--- config.mk ---
export PLATFORM = sky130hd
export DESIGN_NAME = sdcard_port_arbiter
export DESIGN_NICKNAME = d
export VERILOG_FILES = /design/src/rtl/sdcard_port_arbiter.sv
export SDC_FILE = /design/constraint.sdc
export NUM_CORES = 1
export LEC_CHECK = 0
export BUFFER_PORTS_ARGS = -buffer_cell sky130_fd_sc_hd__buf_2
export CORE_AREA = 2 2 248 250
export CTS_CLUSTER_DIAMETER = 30
export DETAILED_ROUTE_END_ITERATION = 16
export DIE_AREA = 0 0 250 252
export GPL_ROUTABILITY_DRIVEN = 0
export MAX_ROUTING_LAYER = met4
export SKIP_LAST_GASP = 1
export SYNTH_ARGS = -nofsm -noshare
export SYNTH_HDL_FRONTEND = slang
export SYNTH_SLANG_ARGS = --single-unit
export TNS_END_PERCENT = 100
--- constraint.sdc ---
create_clock -name clock -period 1.8 [get_ports clock]
set_clock_uncertainty 0.05 [all_clocks]
set_input_delay 0.27 -clock clock [delete_from_list [all_inputs] [get_ports clock]]
set_output_delay 0.27 -clock clock [all_outputs]
set_load 0.02 [all_outputs]
--- src/rtl/sdcard_port_arbiter.sv ---
// Multi-port front end for the SD-card cache: picks one requesting port at a time, issues its request
// on the shared cache interface and routes the single response beat back to that port.
module sdcard_port_arbiter #(
  parameter int unsigned ADDR   = 32,
  parameter int unsigned DATA   = 64,
  parameter int unsigned CMD    = 1,
  parameter int unsigned NPORTS = 4,
  parameter int unsigned MODE   = 0
) (
  input  logic                   clock,
  input  logic                   reset,
  input  logic [NPORTS-1:0]      req_valid,
  output logic [NPORTS-1:0]      req_ready,
  input  logic [NPORTS*ADDR-1:0] req_addr,
  input  logic [NPORTS*DATA-1:0] req_data,
  input  logic [NPORTS*CMD-1:0]  req_cmd,
  output logic [NPORTS-1:0]      rsp_valid,
  input  logic [NPORTS-1:0]      rsp_ready,
  output logic [DATA-1:0]        rsp_data,
  output logic                   cpu_valid_in,
  input  logic                   cpu_ready_in,
  output logic [ADDR-1:0]        cpu_addr_in,
  output logic [DATA-1:0]        cpu_data_in,
  output logic [CMD-1:0]         cpu_cmd_in,
  input  logic                   cpu_valid_out,
  output logic                   cpu_ready_out,
  input  logic [DATA-1:0]        cpu_data_out
);

  localparam int unsigned GW = (NPORTS > 1) ? $clog2(NPORTS) : 1;
  localparam logic [GW-1:0] LastPort = GW'(NPORTS - 1);

  typedef enum logic [1:0] {StIdle, StIssue, StWait, StResp} state_e;

  state_e          state_q, state_d;
  logic [GW-1:0]   grant_q, grant_d;
  logic [GW-1:0]   ptr_q, ptr_d;
  logic [ADDR-1:0] addr_q, addr_d;
  logic [DATA-1:0] data_q, data_d;
  logic [CMD-1:0]  cmd_q, cmd_d;
  logic [DATA-1:0] rsp_data_q, rsp_data_d;

  logic            arb_found;
  logic [GW-1:0]   arb_idx;
  logic [GW-1:0]   cand;
  logic [NPORTS-1:0] ready_raw;

  // Arbitration: fixed priority scans upward from port 0; round-robin scans upward from ptr+1.
  always_comb begin
    arb_found = 1'b0;
    arb_idx   = '0;
    cand      = '0;
    if (MODE == 1) begin
      for (int unsigned i = 0; i < NPORTS; i++) begin
        cand = GW'(i);
        if (!arb_found && req_valid[cand]) begin
          arb_found = 1'b1;
          arb_idx   = cand;
        end
      end
    end else begin
      for (int unsigned i = 1; i <= NPORTS; i++) begin
        cand = GW'((32'(ptr_q) + i) % NPORTS);
        if (!arb_found && req_valid[cand]) begin
          arb_found = 1'b1;
          arb_idx   = cand;
        end
      end
    end
  end

  always_comb begin
    state_d       = state_q;
    grant_d       = grant_q;
    ptr_d         = ptr_q;
    addr_d        = addr_q;
    data_d        = data_q;
    cmd_d         = cmd_q;
    rsp_data_d    = rsp_data_q;
    ready_raw     = '0;
    rsp_valid     = '0;
    cpu_valid_in  = 1'b0;
    cpu_ready_out = 1'b0;
    unique case (state_q)
      StIdle: begin
        if (arb_found) begin
          ready_raw[arb_idx] = 1'b1;
          grant_d            = arb_idx;
          addr_d             = req_addr[32'(arb_idx) * ADDR +: ADDR];
          data_d             = req_data[32'(arb_idx) * DATA +: DATA];
          cmd_d              = req_cmd[32'(arb_idx) * CMD +: CMD];
          state_d            = StIssue;
        end
      end
      StIssue: begin
        cpu_valid_in = 1'b1;
        if (cpu_ready_in) state_d = StWait;
      end
      StWait: begin
        cpu_ready_out = 1'b1;
        if (cpu_valid_out) begin
          rsp_data_d = cpu_data_out;
          state_d    = StResp;
        end
      end
      StResp: begin
        rsp_valid[grant_q] = 1'b1;
        if (rsp_ready[grant_q]) begin
          state_d = StIdle;
          if (MODE == 0) ptr_d = grant_q;
        end
      end
      default: state_d = StIdle;
    endcase
  end

  // req_ready is combinational from req_valid, so it is forced low while reset is held.
  assign req_ready   = reset ? ready_raw : '0;
  assign cpu_addr_in = addr_q;
  assign cpu_data_in = data_q;
  assign cpu_cmd_in  = cmd_q;
  assign rsp_data    = rsp_data_q;

  always_ff @(posedge clock or negedge reset) begin
    if (!reset) begin
      state_q    <= StIdle;
      grant_q    <= '0;
      ptr_q      <= LastPort;
      addr_q     <= '0;
      data_q     <= '0;
      cmd_q      <= '0;
      rsp_data_q <= '0;
    end else begin
      state_q    <= state_d;
      grant_q    <= grant_d;
      ptr_q      <= ptr_d;
      addr_q     <= addr_d;
      data_q     <= data_d;
      cmd_q      <= cmd_d;
      rsp_data_q <= rsp_data_d;
    end
  end

endmodule

Yosys cells after proc, flatten, opt, wreduce, memory -nomap -nowiden:

Cells that the tools add are included.

* bits in registers: 167
* word-level logic and storage cells: 75
* input bits: 464
* output and inout port bits: 171

* order comparisons: 8
* equality and inequality tests: 7
* shifts and indexed selects: 3
* reduce and logical (&&, ||, !) cells: 13
* add/subtract/negate cells: 4
* mux-type cells: 33

Operators with widths (count)
* $shiftx 256x9->64: 1
* $shiftx 128x8->32: 1
* $lt 2x3->1 const B: 6
* $mux 2: 8
* $mux 4: 4
* $mux 1: 13
* $bmux 1 s2: 5
* $ne 2x2->1 const B: 4
* $pmux 2 s4: 1
* $reduce_and 2->1: 3
* $logic_and 1x1->1: 5
* $add 2x1->2 const B: 2
* $add 2x2->2 const B: 2
* $demux 1 s2: 2
* $eq 2x2->1 const B: 2
* $ge 2x1->1 const B: 2
* $reduce_and 4->1: 1
* $shiftx 4x3->1: 1
* $logic_not 1->1: 3
* $eq 2x1->1 const B: 1
* $logic_not 2->1: 1

Depth between registers and ports, before layout:

Gate-level depths: netlist (run 1).

* depth after elaboration: 20
* gate-level depth with buffers: 8
* gate-level depth less buffers: 6

Least setup slack after synthesis (run 1):

OpenSTA, ideal clock, no wires.

* path kind: register -> output
* from: register ptr_q[1]
* to: output port req_ready[0]
* arrival time: 1861 ps
* required time: 1480 ps
* slack: -381 ps
* path buffers: 2
* cell stages (with the launch flop): 7
* path through: dfstp_2 -> a21boi_1 -> o21bai_2 -> clkbuf_1 -> buf_2 -> nand2_1 -> nor3_1

* longest elaborated chain between the ends: 20
* elaborated cells between the ends (all ways): 34
* classes of those cells: add/sub: 4; order compare: 2; mux: 21; reduce/logical: 7

Ends and longest elaborated chain
* start: declaration: RTL line 37 `logic [GW-1:0] ptr_q, ptr_d;`
* start signal: assignment: RTL line 128 `ptr_q <= LastPort;`
* start signal: assignment: RTL line 136 `ptr_q <= ptr_d;`
* $add 2x1->2: RTL line 63 `cand = GW'((32'(ptr_q) + i) % NPORTS);`
* $bmux 1 s2: RTL line 64 `if (!arb_found && req_valid[cand]) begin`
* $mux 1 (not written as such): RTL line 64
* $mux 1: RTL line 64
* $logic_not 1->1: RTL line 64
* $logic_and 1x1->1: RTL line 64
* $mux 1: RTL line 64
* $logic_not 1->1: RTL line 64
* [4 not listed]
* $mux 2: RTL line 64
* $lt 2x3->1 (not written as such) or $ge 2x1->1 (tied branches): RTL line 87 `ready_raw[arb_idx] = 1'b1;`
* $logic_and 1x1->1 (not written as such): RTL line 87
* $mux 1 (not written as such): RTL line 87
* $demux 1 s2: RTL line 87
* $mux 4 (*): RTL line 86 `if (arb_found) begin`
* $mux 4 (*): RTL line 84 `unique case (state_q)`
* $mux 4 (*): RTL line 118 `assign req_ready = reset ? ready_raw : '0;`
* end: declaration: RTL line 13 `output logic [NPORTS-1:0] req_ready,`

Mark *: on every way between the ends. The rest lies on a longest branch, timed or not. The select of a mux whose other input is x is not followed.

Worst setup path in the final report (run 1):

* from: register ptr_q[1]
* to: register addr_q[29] (netlist: cpu_addr_in[29])

* longest elaborated chain between the ends: 14
* elaborated cells between the ends (all ways): 28
* classes of those cells: add/sub: 4; shift: 1; mux: 16; reduce/logical: 7

Ends and longest elaborated chain
* $add 2x1->2: RTL line 63
* $bmux 1 s2: RTL line 64
* $mux 1 (not written as such): RTL line 64
* $mux 1: RTL line 64
* $logic_not 1->1: RTL line 64
* $logic_and 1x1->1: RTL line 64
* $mux 1: RTL line 64
* $logic_not 1->1: RTL line 64
* $logic_and 1x1->1: RTL line 64
* $mux 1: RTL line 64
* $logic_not 1->1: RTL line 64
* $logic_and 1x1->1: RTL line 64
* $mux 2 or $mux 1 (tied branches): RTL line 64
* $shiftx 128x8->32 or $reduce_and 2->1 (tied branches)
* end signal: assignment: RTL line 137 `addr_q <= addr_d;`
* end: declaration: RTL line 38 `logic [ADDR-1:0] addr_q, addr_d;`

Several ways; a longest one is shown, not always the timed one. The select of a mux whose other input is x is not followed.
A chain may end at the register's enable or synchronous reset.

==> results of run 1 <==
## Yosys cell counts, drive strengths merged
library cell	number
dfrtp	165
nand2	104
o21ai	99
a21boi	98
and3	98
mux2i	98
o211ai	97
mux2	67
clkbuf	64
buf	26
nor3	6
ha	5
inv	5
nor2b	3
a21oi	2
dfstp	2
nor2	2
a21o	1
a222oi	1
a2bb2oi	1
and2	1
and3b	1
mux4	1
nand2b	1
nor3b	1
nor4	1
o21bai	1
o32a	1
o32ai	1
## worst max-delay path: cells and delay by family, from the launching register on
kind / cells / cell delay, ps
DFF: 1 / 560
and+or+nand+nor: 1 / 140
buffers and inverters: 6 / 780
AOI/OAI and AO/OA: 2 / 300
muxes: 2 / 430
## power groups by stage
stage               logic [uW]  registers [uW]  clock network, uW
floorplan                 5690            8770                  0
global placement         12800            6610                  0
detailed placement       13100            6670                  0
CTS                      15200            6620               3930
global route             16700            6860               4060
finish                   15600            6650               3750
## registers in the layout, summed over array words and instances (netlist names)
| signal | flops |
|---|---|
| cpu_addr_in | 32 |
| cpu_cmd_in | 1 |
| cpu_data_in | 64 |
| grant_q | 2 |
| ptr_q | 2 |
| rsp_data | 64 |
| state_q | 2 |
## per-layer routing
layer / up-vias / share of wire [%]
met5: - / 0
met4: 0 / 3.4
met3: 76 / 8.2
met2: 547 / 48
met1: 5158 / 40
li1: 5051 / -
## final timing paths
check	start	endpoint	slack, ps
max reg2reg	ptr_q[1]	cpu_addr_in[29]	-610
max in group asynchronous	reset	cpu_addr_in[2]	670
min	cpu_data_out[1]	rsp_data[1]	50
max	ptr_q[1]	cpu_addr_in[29]	-610
min in group asynchronous	reset	grant_q[1]	440
min reg2reg	cpu_data_in[46]	cpu_data_in[46]	450
## logic make-up (layout without fill, tap and decap cells)
group	count (synthesis)	in the layout	synth area share, %
AO/OA/AOI/OAI	302	302	21.3
other	0	10	0
buffers and inverters	95	868	4.92
multiplexers	166	166	18.3
flip-flops	167	167	43.4
AND/OR/NAND/NOR	218	218	11.5
adder cells (fa/ha/maj)	5	5	0.650
## layout make-up
cell class	instances	area [um2]
clock buffer	17	425
antenna	10	25.0
multi-input combinational	691	5250
sequential	167	4180
fill	6326	43400
timing repair buffer	831	5710
tap	782	978
inverter	5	21.3
clock inverter	15	158
## repair_timing
action	in CTS	in global routing
pin swaps	30	30
hold buffers	64	0
setup endpoints to repair	109	110
buffers inserted	36	10
endpoints found under the hold margin	228	0
gates cloned	9	5
gates resized for setup	148	44
## through the flow
step,instance area [um2],cells,hold WS [ps]
final,16700,2518,50.7
after global placement,14300,2361,266
after CTS,16500,2501,0.0411
after global routing,16700,2518,6.87
after detailed placement,14300,2361,279
after floorplan,9710,953,-75.6
==> results.md, run 1 <==
- Run status: finished, violations left
- Violated checks: setup timing
- Met1 GRT Util: 15.8%
- Global routing's busiest layer: met2
- Class of the most critical setup path: reg2reg
- Maximum number of pins on one net before global-route repair: around 110
- Deepest level of the CTS H-tree: 4
- Distinct cells, synth: 36
- Largest stage delay on the critical path: around 560 ps
- GRT overflow: 0
- Largest buffer count on any clock path: 2
- Number of flip-flops and latches in the synthesized netlist: between 150 and 200
- Die footprint: 63000 um2
- Sequential fraction of design power: 25.5%
- Proportion of power drawn by the clock network: between 10% and 20%
- Starting density of the core: 16.0%
- Post-synthesis sequential area ratio: 43.4%
- Cell accounting for the most synthesized area: dfrtp_1
- Worst-path clk slew: ~70 ps
- Global Route Usage Sum: 14.3%
- Number of placement rows: 90
- Average cell area after synthesis: 10.1 um2
- Dominant cell type by count on the critical path: buf_12
- Commonest cells after routing, fill and taps aside: 623 x buf_2, 165 x dfrtp_1, 100 x nand2_1, 97 x o211ai_1, 95 x and3_1
- Via count: 10800
- Final Core Density: 27.8%
- First drt pass iteration count: 5
- CP cell instances: mux2i_4, a2bb2oi_4, buf_6, and2_4, buf_12, buf_4, buf_12, buf_12, buf_8, mux2i_1, o211ai_1
- Worst setup slack after layout: -611 ps
- Worst setup EP type: register
- Largest voltage drop on the vdd net: 633 uV
- Max frequency: 415 MHz
- Worst slew margin relative to its limit: roughly 56%
- Fraction of synthesized cell area taken by the top area cell type: between 40 and 50%
- M3 GR Usage: approximately 4.8%
- WP data required: between 2000 and 2500 ps
- Max-capacitance violation count: 0
- Setup repair after global routing missed its margin: true
- Wirelength per Cell: roughly 18 um
- Setup-violating endpoint count in the final report: 104
- Critical Path Fanout Max: 8
- Number of ports placed on the die boundary: around 640
- Leakage power: 0.00830 uW
- Placeable Area: 60100 um2
- Worst min-delay path category: in2reg
- Clock Tree Root: clkbuf_16
- Clock tree from TritonCTS: done
- Chip width: between 200 and 300 um
- Residual antenna-violating net count after detailed routing: 0
- Measured slew at the worst slew-check pin: between 600 and 700 ps
- Instance count along the most critical hold path: 2
- DRC violation count after routing: 0
- Avg Vias per Cell: about 4.3
- Portion of total power attributed to combinational logic: 60.1%
- Total power after layout: about 26000 uW
- Count of final hold-check violations: 0
- Area of the mapped netlist: just under 10000 um2
- Number of antenna violations at the first check in global routing: 11
- Syn Nets: roughly 1400
- Worst endpoint data arrival time: between 2000 and 3000 ps
- Final max-slew violation count: 0
- Port Buf Inserts: approximately 630
- Post-layout min period: approximately 2400 ps
- Pre-CTS WS: -528 ps
- Total half-perimeter wirelength after legalization and detailed placement: ~33000 um
- Setup crit start kind: register
- Fraction of final layout cells with drive strength greater than 1: a little over half
- Synth Warn #: 0
- Final #Nets: 2182
- Wire length of the first global-routing pass: ~65000 um
- Largest cells by area after synthesis: dfrtp_1 43%, mux2i_1 10%, mux2_2 7.8%
- Final-layout setup total negative slack: -50020 ps
- Die outline height: 252 um
- Final Cycle Share: 134%
- Power dissipated by switching net loads: 11400 uW
- Int Power: 14700 uW
- Worst reg-to-reg path cell count: 11
- Slowest library cell on the worst path: dfstp_2
- Post-synthesis instance total: around 950
- Cell Pwr Density: 1560 nW/um2
- First-iteration detailed-routing DRC count: 617
- Synthesis-to-layout area growth: 73.8%
- Switching Share: approximately 44%
- Clock buffer count from CTS: 17
- Routed wire length: roughly 46000 um
- Global-route track usage on met2: between 20% and 30%
- Worst-skew pair later-pin latency: 460 ps
- TritonCTS sink count: around 170
- Leading cell type in the layout, fill and taps excluded: buf_2
- Via count of the first global-routing pass: between 10000 and 15000
Power figures use the tool's default switching activity.
==> run 2, diff against run 1 <==
--- a/config.mk
+++ b/config.mk
@@ -12,6 +12,7 @@
 export DIE_AREA = 0 0 250 252
 export GPL_ROUTABILITY_DRIVEN = 0
 export MAX_ROUTING_LAYER = met4
+export SKIP_CTS_REPAIR_TIMING = 1
 export SKIP_LAST_GASP = 1
 export SYNTH_ARGS = -nofsm -noshare
 export SYNTH_HDL_FRONTEND = slang
==> run 2 against run 1 <==
Worst setup slack worse by 74 ps; largest power group unchanged; flip-flop and latch count did not move; the flow still finishes with violations (setup timing); wire length fell by 2.8%; clock power about the same; critical endpoint is now req_ready[1].
==> results.md, run 2 (synthesized netlist as in run 1, its figures left out) <==
- Die footprint: 63000 um2 (unchanged)
- First drt pass iteration count: 5 (unchanged)
- Clock Tree Root: clkbuf_16
- Commonest cells after routing, fill and taps aside: 629 x buf_2, 165 x dfrtp_1, 101 x nand2_1, 97 x and3_1, 97 x o211ai_1
- Largest voltage drop on the vdd net: 629 uV (-0.72%)
- Die outline height: 252 um (unchanged)
- Worst setup EP type: output port
- Final max-slew violation count: 0 (unchanged)
- Cell Pwr Density: 1540 nW/um2 (-0.96%)
- Worst endpoint data arrival time: 2170 ps (-530 ps)
- Largest buffer count on any clock path: 2 (unchanged)
- Switching Share: 44.2% (+0.47 points)
- Setup repair after global routing missed its margin: true
- Via count: 10700 (-1.6%)
- Maximum number of pins on one net before global-route repair: 106 (unchanged)
- Global-route track usage on met2: 21.8% (-1.8 points)
- Setup-violating endpoint count in the final report: 107 (+2.9%)
- Critical Path Fanout Max: 6 (-2)
- Synthesis-to-layout area growth: 67.9%
- Slowest library cell on the worst path: dfstp_2
- Via count of the first global-routing pass: 10300 (-6.7%)
- Wire length of the first global-routing pass: 60200 um (-7.9%)
- Int Power: 13900 uW (-5.1%)
- GRT overflow: 0 (unchanged)
- Final #Nets: 2159 (-1.1%)
- CP cell instances: buf_4, a21boi_4, o21bai_4, buf_6, and2_4, buf_12, buf_12, nor3_4, buf_6
- Worst setup slack after layout: -685 ps (-73.8 ps)
- Proportion of power drawn by the clock network: 15.0% (+0.6 points)
- Total half-perimeter wirelength after legalization and detailed placement: 33500 um (unchanged)
- Number of ports placed on the die boundary: 635 (unchanged)
- Number of placement rows: 90 (unchanged)
- Max frequency: 402 MHz (-3.0%)
- Residual antenna-violating net count after detailed routing: 0 (unchanged)
- Sequential fraction of design power: 26.6% (+1.1 points)
- Max-capacitance violation count: 0 (unchanged)
- TritonCTS sink count: 167 (unchanged)
- Deepest level of the CTS H-tree: 4 (unchanged)
- Met1 GRT Util: 14.7% (-1.1 points)
- Portion of total power attributed to combinational logic: 58.4% (-1.7 points)
- Largest stage delay on the critical path: 380 ps (-180 ps)
- First-iteration detailed-routing DRC count: 615 (-0.32%)
- Fraction of final layout cells with drive strength greater than 1: 51.4% (-1.5 points)
- Global Route Usage Sum: 13.1% (-1.2 points)
- Instance count along the most critical hold path: 2 (unchanged)
- Post-route cell area: 16200 um2 (-3.4%)
- Leading cell type in the layout, fill and taps excluded: buf_2
- Global routing's busiest layer: met2
- Wirelength per Cell: 18.1 um (-1.9%)
- Placeable Area: 60100 um2 (unchanged)
- Clock buffer count from CTS: 17 (unchanged)
- Setup crit start kind: register
- Clock tree from TritonCTS: done
- Final Cycle Share: 138% (+4.1 points)
- Power dissipated by switching net loads: 11000 uW (-3.3%)
- Run status: finished, violations left
- Number of antenna violations at the first check in global routing: 12 (+1)
- Avg Vias per Cell: 4.27 (-0.64%)
- WP data required: 1480 ps (-610 ps)
- Non-filler instance count after layout: 2495 (-0.91%)
- Placed instance area: 14300 um2 (unchanged)
- Starting density of the core: 16.0% (unchanged)
- Post-layout min period: 2490 ps (+73.8 ps)
- # fillers: 6375 (+0.77%)
- Count of final hold-check violations: 0 (unchanged)
- Final Core Density: 26.9% (-0.95 points)
- Class of the most critical setup path: reg2out
- Worst slew margin relative to its limit: 55.6% (-0.53 points)
- Worst reg-to-reg path cell count: 9 (-2)
- Port Buf Inserts: 634 (unchanged)
- DRC violation count after routing: 0 (unchanged)
- Post-Place Cells: 2361 (unchanged)
- Measured slew at the worst slew-check pin: 666 ps (+7.92 ps)
- Routed wire length: 45100 um (-2.8%)
- Worst-skew pair later-pin latency: 470 ps (about the same)
- Worst min-delay path category: in2reg
- Leakage power: 0.00811 uW (-2.4%)
- Chip width: 250 um (unchanged)
- Worst-path clk slew: 80 ps (about the same)
- Violated checks: setup timing
- M3 GR Usage: 4.36% (-0.41 points)
## run 2: changes by cell type in the layout (fill, tap and decap cells not counted), moves of 3 or more
| cell | before | now |
|---|---|---|
| o21ai_1 | 74 | 58 |
| buf_4 | 53 | 56 |
| mux2i_4 | 3 | 0 |
| buf_2 | 623 | 629 |
| mux2i_1 | 89 | 94 |
| buf_16 | 9 | 1 |
| ha_1 | 1 | 4 |
| a21boi_0 | 85 | 82 |
| buf_6 | 35 | 17 |
| buf_8 | 12 | 8 |
| o21ai_0 | 23 | 40 |
## run 2: per-stage QoR
step / setup WS [ps] / setup TNS [ps] / hold slack (ps) / total power [uW]
floorplan: -138 / -12780 / -75.6 / 14500
CTS: -986 / -45100 / -264 / 23600
global route: -796 / -59740 / -7.75 / 26500
global placement: -510 / -42270 / 266 / 19500
finish: -685 / -49190 / 42.8 / 24900
detailed placement: -528 / -41280 / 279 / 19800
## run 2: final cells by class
type	count	area, um2	share of cell area (%)
inverters	5	18.8	0.116
multi-input cells	691	5130	31.8
clock buffers	17	425	2.63
well taps	782	978	6.05
repair buffers	808	5250	32.5
clock inverters	15	158	0.975
flip-flops and latches	167	4180	25.9
diodes	10	25.0	0.155
## run 2: path summary, 6_finish.rpt
path / from / to / slack (ps)
worst max-delay path: ptr_q[1] / req_ready[1] / -690
worst min-delay path: cpu_data_out[11] / rsp_data[11] / 40
worst max register to register: ptr_q[1] / cpu_addr_in[24] / -590
worst min register to register: cpu_addr_in[15] / cpu_addr_in[15] / 450
max in group asynchronous: reset / cpu_addr_in[2] / 660
min in group asynchronous: reset / grant_q[1] / 430
## run 2: power groups by stage
stage               logic, uW  registers, uW  clock network [uW]
detailed placement      13100           6670                   0
global placement        12800           6610                   0
global route            15600           6850                4060
finish                  14500           6630                3740
CTS                     13100           6620                3930
floorplan                5690           8770                   0
## run 2: metal layers
metal,vias up,share of wire (%)
li1,4995,-
met1,5060,41
met2,555,49
met3,54,8.1
met4,0,2.6
met5,-,0
## run 2: worst max-delay path, delay by kind of cell, from the launching register on
kind	cells	cell delay, ps
AND/OR/NAND/NOR	2	340
AO/OA/AOI/OAI	2	280
flip-flops	1	380
buffers and inverters	5	700
==> run 3, diff against run 2 <==
--- a/config.mk
+++ b/config.mk
@@ -12,6 +12,7 @@
 export DIE_AREA = 0 0 250 252
 export GPL_ROUTABILITY_DRIVEN = 0
 export MAX_ROUTING_LAYER = met4
+export PLACE_DENSITY = 0.39
 export SKIP_CTS_REPAIR_TIMING = 1
 export SKIP_LAST_GASP = 1
 export SYNTH_ARGS = -nofsm -noshare
==> run 3 against run 2 <==
The flow still finishes with violations (setup timing); fmax grew 3.9%; sequential power hardly changed; flip-flop and latch count did not move; non-clock buffer count down 11; via count is 1.7% lower; utilization rose by 0.27 points.
==> results.md, run 3 (synthesized netlist as in run 1, its figures left out) <==
- Total half-perimeter wirelength after legalization and detailed placement: 34700 um (+3.7%)
- Chip width: 250 um (unchanged)
- Starting density of the core: 16.0% (unchanged)
- Post-Place Cells: 2346 (-0.64%)
- Worst setup EP type: register
- DRC violation count after routing: 0 (unchanged)
- CP cell instances: mux2i_4, a2bb2oi_4, and2_4, buf_12, buf_4, buf_12, buf_12, buf_4, mux2i_2, o211ai_1
- Number of antenna violations at the first check in global routing: 5 (-7)
- Residual antenna-violating net count after detailed routing: 0 (unchanged)
- First-iteration detailed-routing DRC count: 408 (-34%)
- Worst-skew pair later-pin latency: 470 ps (about the same)
- Setup repair after global routing missed its margin: true
- Placeable Area: 60100 um2 (unchanged)
- Final max-slew violation count: 0 (unchanged)
- Deepest level of the CTS H-tree: 4 (unchanged)
- Max-capacitance violation count: 0 (unchanged)
- Fraction of final layout cells with drive strength greater than 1: 53.0% (+1.6 points)
- Run status: finished, violations left
- Sum of buffers and inverters on the critical path: 5 (unchanged)
- Number of ports placed on the die boundary: 635 (unchanged)
- Post-layout min period: 2390 ps (-92.4 ps)
- Class of the most critical setup path: reg2reg
- Wirelength per Cell: 19.7 um (+8.7%)
- Wire length of the first global-routing pass: 65100 um (+8.2%)
- Via count: 10500 (-1.7%)
- Largest buffer count on any clock path: 2 (unchanged)
- Setup crit start kind: register
- Post-route cell area: 16300 um2 (+1.0%)
- Via count of the first global-routing pass: 10600 (+3.1%)
- Clock buffer count from CTS: 17 (unchanged)
- First drt pass iteration count: 6 (+1)
- Die outline height: 252 um (unchanged)
- TritonCTS sink count: 167 (unchanged)
- Largest stage delay on the critical path: 570 ps (+190 ps)
- Die footprint: 63000 um2 (unchanged)
- Number of placement rows: 90 (unchanged)
- Final #Nets: 2148 (-0.51%)
- Clock Tree Root: clkbuf_16
- Worst slew margin relative to its limit: 55.7% (+0.10 points)
- WP data required: 2090 ps (+610 ps)
- Max frequency: 418 MHz (+3.9%)
- # fillers: 6512 (+2.1%)
- Worst setup slack after layout: -593 ps (+92.4 ps)
- GRT overflow: 0 (unchanged)
- Worst endpoint data arrival time: 2680 ps (+510 ps)
- Placed instance area: 14100 um2 (-1.3%)
- Routed wire length: 48700 um (+8.0%)
- Cell family with the largest share of critical-path delay: buffers and inverters
- Avg Vias per Cell: 4.23 (-1.1%)
- Count of final hold-check violations: 0 (unchanged)
- Worst-path clk slew: 80 ps (about the same)
- Synthesis-to-layout area growth: 69.6%
- Cell Pwr Density: 1550 nW/um2 (+0.60%)
- Non-filler instance count after layout: 2479 (-0.64%)
- Slowest library cell on the worst path: dfstp_2
- Port Buf Inserts: 634 (unchanged)
- Clock tree from TritonCTS: done
- Leakage power: 0.00804 uW (-0.79%)
- Global Route Usage Sum: 14.2% (+1.1 points)
- Final Cycle Share: 133% (-5.1 points)
- Largest voltage drop on the vdd net: 594 uV (-5.5%)
- Leading cell type in the layout, fill and taps excluded: buf_2
- Setup-violating endpoint count in the final report: 104 (-2.8%)
- Worst min-delay path category: in2reg
- Measured slew at the worst slew-check pin: 664 ps (-1.53 ps)
- Final-layout setup total negative slack: -41640 ps (+7550 ps)
- Commonest cells after routing, fill and taps aside: 625 x buf_2, 165 x dfrtp_1, 100 x nand2_1, 97 x o211ai_1, 96 x and3_1
- Maximum number of pins on one net before global-route repair: 99 (-6.6%)
- Violated checks: setup timing
- Dominant cell type by count on the critical path: buf_12
- Critical Path Fanout Max: 6 (unchanged)
==> run 3: cell count changes in the layout (fill, tap and decap cells not counted), sizes merged <==
cell         previous run  this run
inv                    12        15
dlygate4sd3            62        64
clkinv                  8         5
diode                  10         5
clkbuf                 23        26
buf                   740       724
==> run 3: stage by stage <==
step,total power [uW],setup slack (ps),hold slack [ps],util (%)
2_1_floorplan,14500,-138,-75.6,-
3_3_place_gp,19600,-638,272,23.5
3_5_place_dp,19800,-627,270,23.5
4_1_cts,23800,-877,-284,24.5
5_1_grt,27000,-676,0.694,27.2
6_report,25300,-593,35.1,27.2
==> run 3: report_power, final <==
| group | switching, uW | internal [uW] | total [uW] | leakage (uW) |
|---|---|---|---|---|
| clock network | 1970 | 1880 | 3850 | 0.000293 |
| logic | 8380 | 6460 | 14800 | 0.00571 |
| registers | 981 | 5630 | 6610 | 0.00204 |
==> run 3: final timing paths <==
check	start	endpoint	slack (ps)	depth (start not counted)
worst max-delay path	ptr_q[1]	cpu_data_in[34]	-590	10
worst min-delay path	cpu_data_out[63]	rsp_data[63]	40	2
worst max register to register	ptr_q[1]	cpu_data_in[34]	-590	10
worst min register to register	cpu_data_in[55]	cpu_data_in[55]	440	2
max in group asynchronous	reset	cpu_addr_in[5]	700	3
min in group asynchronous	reset	grant_q[0]	420	3
==> run 3: area by class of cell <==
type | instances | area (um2) | area share [%]
Tap cell | 782 | 978 | 5.99
Sequential cell | 167 | 4180 | 25.6
Multi-Input combinational cell | 691 | 5330 | 32.6
Timing Repair Buffer | 797 | 5210 | 31.9
Inverter | 5 | 21.3 | 0.130
Clock buffer | 17 | 425 | 2.60
Clock inverter | 15 | 171 | 1.05
Antenna cell | 5 | 12.5 | 0.0766
==> run 3: routing by layer <==
layer / wire, um / vias up / GRT usage, %
met5: 0 / - / -
met4: 886 / 0 / 4.59
met3: 2880 / 48 / 3.79
met2: 24600 / 428 / 24.3
met1: 20400 / 5047 / 16.1
li1: - / 4957 / -
